==> src/rtl/mesi.sv <==
// Per-line MESI coherence controller: maps a processor request or snooped bus message to next state, bus message and memory message.
// Latency: one cycle; all outputs are registered from inputs sampled at the rising edge.
// Backpressure: none; the block recomputes every cycle with no enable and no internal sequencing.
module mesi (
  input  logic       clock,
  input  logic       clear,
  input  logic [3:0] op,
  input  logic [1:0] bus_msg_in,
  input  logic [1:0] cur_state,
  output logic [1:0] bus_msg_out,
  output logic [1:0] mem_msg_out,
  output logic [1:0] next_state
);

  typedef enum logic [1:0] {
    ST_I = 2'b00,
    ST_S = 2'b01,
    ST_E = 2'b10,
    ST_M = 2'b11
  } state_e;

  typedef enum logic [1:0] {
    BUS_NONE  = 2'b00,
    BUS_RDMISS = 2'b01,
    BUS_WRMISS = 2'b10,
    BUS_INVAL = 2'b11
  } bus_e;

  typedef enum logic [1:0] {
    MEM_NONE  = 2'b00,
    MEM_FLUSH = 2'b01,
    MEM_WBACK = 2'b10
  } mem_e;

  logic       mode;
  logic [1:0] action;
  logic       shared;
  state_e     cur;

  state_e     next_state_d, next_state_q;
  bus_e       bus_msg_d,    bus_msg_q;
  mem_e       mem_msg_d,    mem_msg_q;

  assign mode   = op[3];
  assign action = op[2:1];
  assign shared = op[0];
  assign cur    = state_e'(cur_state);

  // Decode the transition table for the current request or snooped message.
  always_comb begin
    next_state_d = cur;
    bus_msg_d    = BUS_NONE;
    mem_msg_d    = MEM_NONE;

    if (mode) begin
      // Processor request; the snooped bus message is irrelevant here.
      unique case (action)
        2'b00: begin  // read miss: evict a dirty victim before refilling
          next_state_d = shared ? ST_S : ST_E;
          bus_msg_d    = BUS_RDMISS;
          mem_msg_d    = (cur == ST_M) ? MEM_WBACK : MEM_NONE;
        end
        2'b01: begin  // read hit: line keeps its state; a hit on I stays I
          next_state_d = cur;
        end
        2'b10: begin  // write miss
          next_state_d = ST_M;
          bus_msg_d    = BUS_WRMISS;
          mem_msg_d    = (cur == ST_M) ? MEM_WBACK : MEM_NONE;
        end
        default: begin  // write hit
          next_state_d = ST_M;
          unique case (cur)
            ST_S:    bus_msg_d = BUS_INVAL;   // other copies must be dropped
            ST_I:    bus_msg_d = BUS_WRMISS;  // not really a hit, treat as miss
            default: bus_msg_d = BUS_NONE;    // E/M already own the line
          endcase
        end
      endcase
    end else begin
      // Snoop: respond to another cache's bus traffic; never broadcast.
      unique case (bus_e'(bus_msg_in))
        BUS_NONE: begin
          next_state_d = cur;
        end
        BUS_RDMISS: begin  // remote reader: any valid copy supplies data, drops to S
          next_state_d = (cur == ST_I) ? ST_I : ST_S;
          mem_msg_d    = (cur == ST_I) ? MEM_NONE : MEM_FLUSH;
        end
        BUS_WRMISS: begin  // remote writer: only a dirty copy must supply data
          next_state_d = ST_I;
          mem_msg_d    = (cur == ST_M) ? MEM_FLUSH : MEM_NONE;
        end
        default: begin     // invalidate
          next_state_d = ST_I;
        end
      endcase
    end
  end

  // Register the outputs; clear wins over any request in the same cycle.
  always_ff @(posedge clock) begin
    if (clear) begin
      next_state_q <= ST_I;
      bus_msg_q    <= BUS_NONE;
      mem_msg_q    <= MEM_NONE;
    end else begin
      next_state_q <= next_state_d;
      bus_msg_q    <= bus_msg_d;
      mem_msg_q    <= mem_msg_d;
    end
  end

  assign next_state  = next_state_q;
  assign bus_msg_out = bus_msg_q;
  assign mem_msg_out = mem_msg_q;

endmodule

==> config.mk <==
export PLATFORM = sky130hd
export DESIGN_NAME = mesi
export DESIGN_NICKNAME = d
export VERILOG_FILES = /design/src/rtl/mesi.sv
export SDC_FILE = /design/constraint.sdc
export NUM_CORES = 1
export LEC_CHECK = 0
export CORE_AREA = 2 2 39 41
export CTS_BUF_LIST = sky130_fd_sc_hd__clkbuf_16
export CTS_CLUSTER_DIAMETER = 200
export DETAILED_ROUTE_END_ITERATION = 6
export DIE_AREA = 0 0 41 43
export MAX_ROUTING_LAYER = met4
export REMOVE_ABC_BUFFERS = 1
export SYNTH_ARGS = -nofsm -noshare
export SYNTH_HDL_FRONTEND = slang
export SYNTH_SLANG_ARGS = --single-unit
==> constraint.sdc <==
create_clock -name clock -period 2.6 [get_ports clock]
set_input_delay 0.78 -clock clock [delete_from_list [all_inputs] [get_ports clock]]
set_output_delay 0.78 -clock clock [all_outputs]
set_load 0.005 [all_outputs]
==> qor.csv <==
stage;metric;value;unit
die;coreArea;0.001384;mm^2
logic_synthesis;syn_avg_cell_area;8.508;um^2
layout;layout.cells.most_common;clkdlybuf4s50_1;
setup_path;critPathBufInv;1;
layout;filler_cell_count;147;
clock_tree;worst_setup_hold_path_clk_slew;30;ps
die;die_width;41;um
logic_synthesis;post_synth_and_or_nand_nor_area_fraction;22.27;%
die;initial_core_util;21.52;%
sta;finalSetupViolCount;0;
logic_synthesis;parity_gate_share_of_the_synthesized_area_counting_xor_and_xnor_cells;0;%
clock_tree;ctsRootBufferMaster;clkbuf_16;
min_path;min-delay-path-class;primary input to flop;
detailed_routing;detailroute.via_count;305;
die;std_cell_rows;14;
setup_path;crit_chain;clkdlybuf4s50_1;
detailed_routing;post_drt_wl_per_cell;8.957;um
clock_tree;numCtsBuffers;3;
die;io_pins;16;
sta;report.final.hold_viol_count;0;
logic_synthesis;post_synth_mux_area_share;3.361;%
sta;rsz0062_at_grt;no;
clock_tree;cts_max_path_buffers;2;
layout;finish.net_count;68;
detailed_routing;number_of_iterations_in_the_first_detailed_routing_pass;4;
sta;slew_viol_final;0;
sta;post-route-min-period;1790;ps
clock_tree;clock-sinks;6;
logic_synthesis;synth-adder-area-share;12.61;%
logic_synthesis;synth_warnings;0;
clock_tree;h-tree-depth;1;
global_route;grt_max_degree;8;
logic_synthesis;ys_seq_elements;6;
global_route;grt_pass1_wl;1.021;mm
layout;proportion_of_layout_cells_with_a_drive_suffix_above_1;5.660;%
logic_synthesis;yosys.cell_types.count;18;
clock_tree;postCtsResizedCells;0;
layout;combined_flip_flop_and_latch_cell_area;120.1;um^2
setup_path;setup.worst_path.class;flop to primary output;
place;placed_cells;66;
sta;timing_worst_slew_pin_value;236.1;ps
setup_path;crit_required;1820;ps
die;die_h;43;um
flow_run;max_cap_viol_count;0;
place;dpl_cell_area;467.9;um^2
sta;max_clock_freq;558.5;MHz
detailed_routing;detail_route.vias_per_cell;4.420;
logic_synthesis;yosysSeqAreaShare;40.34;%
setup_path;cp_slowest_stage_delay;490;ps
setup_path;timing.critical_path.max_delay_family;buffers and inverters;
logic_synthesis;synthesized_area_fraction_occupied_by_ao_oa_aoi_and_oai_cells;17.65;%
detailed_routing;detail_route.wirelength;618;um
sta;min_period_over_period;68.86;%
pwr;powerDensity;710.1;mW/mm^2
layout;final_standard_cell_count_with_taps_included_and_fillers_excluded;69;
global_route;antenna_found_initial;0;
layout;multi_input_area;166.4;um^2
logic_synthesis;synth.cell_area;297.8;um^2
clock_tree;post_cts_hold_buffer_count;0;
place;place.gp.congestion;0.8541;
setup_path;cp.arrival;1010;ps
sta;slew_headroom;84.21;%
setup_path;worst_path_max_delay_cell;clkdlybuf4s50_1;
detailed_routing;drt_iter0_markers;3;
logic_synthesis;combinational_family_with_the_most_area_after_synthesis;simple AND/OR/NAND/NOR gates;
setup_path;worst_setup_path_end_kind;primary output;
global_route;track_usage;9.259;%
global_route;first_global_vias;270;
layout;post-route-cell-area;543.0;um^2
clock_tree;count_of_buffers_added_by_post_cts_timing_repair_for_setup;0;
pwr;vdd.ir_drop.worst;0.2250;mV
setup_path;startpoint_type;flop;
die;dieArea;0.001763;mm^2
layout;insertedDiodeCount;0;
setup_path;timing.critical_path.fanout_max;1;
detailed_routing;antenna_left;0;
detailed_routing;detailed_route_drc_error_count;0;
pwr;static_leakage_power;0.0002224;uW
run_status;run_status;finished, final reports clean;
sta;finalSetupTns;0;ps
global_route;grt_overflow;0;
layout;syn2layout_area_growth;82.35;%
clock_tree;cts_tree;yes;
layout;mostFrequentLayoutCells;clkdlybuf4s50_1 (15), dfxtp_1 (6), a21oi_1 (4);
logic_synthesis;synth_cells;35;
place;io_buf_count;15;
place;dp_hpwl;480.1;um
[flip-flops by register name, summed over array words and instances, names as in the netlist]
signal	count
mem_msg_out	2
bus_msg_out	2
next_state	2
[worst paths after layout]
kind | endpoint | cells past startpoint | start | slack, ps
min | bus_msg_out[1] | 3 | op[2] | 1200
max | next_state[1] | 1 | next_state[1] | 810
[layer usage]
metal / track usage (%) / wire length [um]
met5: - / 0
met4: 12.00 / 14
met3: 1.571 / 57
met2: 11.25 / 273
met1: 10.61 / 272
[per-stage QoR]
stage | utilization [%] | hold WS [ps] | worst slack [ps] | power (uW)
after floorplan | - | 856.6 | 1172 | 113.9
after global placement | 33.82 | 1424 | 637.9 | 142.7
after detailed placement | 33.82 | 1427 | 607.5 | 143.2
after CTS | 39.24 | 1193 | 800.9 | 389.6
after global routing | 39.24 | 1219 | 758.6 | 402.6
final | 39.24 | 1196 | 809.6 | 385.6
[area by class of cell]
cell class	instances	share of cell area (%)
multi-input cells	26	30.65
well taps	16	3.687
repair buffers	15	27.65
clock buffers	3	13.82
flip-flops and latches	6	22.12
inverters	3	2.074
[power breakdown]
| part | total [uW] | internal [uW] | leakage (uW) | switching (uW) |
|---|---|---|---|---|
| logic | 44.3 | 26.6 | 0.000136 | 17.7 |
| clock network | 244 | 197 | 0.0000370 | 47.0 |
| registers | 97.5 | 96.6 | 0.0000492 | 0.839 |
[cell usage after synthesis, drive strengths merged]
library cell  n  area share [%]
nand4b        1             2.9
ha            3              13
a31oi         1             2.1
nand2         3             3.8
o22ai         1             2.1
a211oi        1             2.5
nor3          2             3.4
inv           3             3.8
nand2b        1             2.1
or2           1             2.1
o21a          1             2.5
mux2i         1             3.4
o21ai         1             1.7
dfxtp         6              40
or2b          1             2.5
a21oi         4             6.7
nor2          3             3.8
nand3         1             1.7
[kinds of logic (layout without fill, tap and decap cells)]
| group | after synthesis | count (layout) |
|---|---|---|
| flops | 6 | 6 |
| fa+ha+maj | 3 | 3 |
| buf+inv | 3 | 21 |
| mux | 1 | 1 |
| simple gates | 13 | 13 |
| compound gates | 9 | 9 |
(Power assumes the default switching activity.)
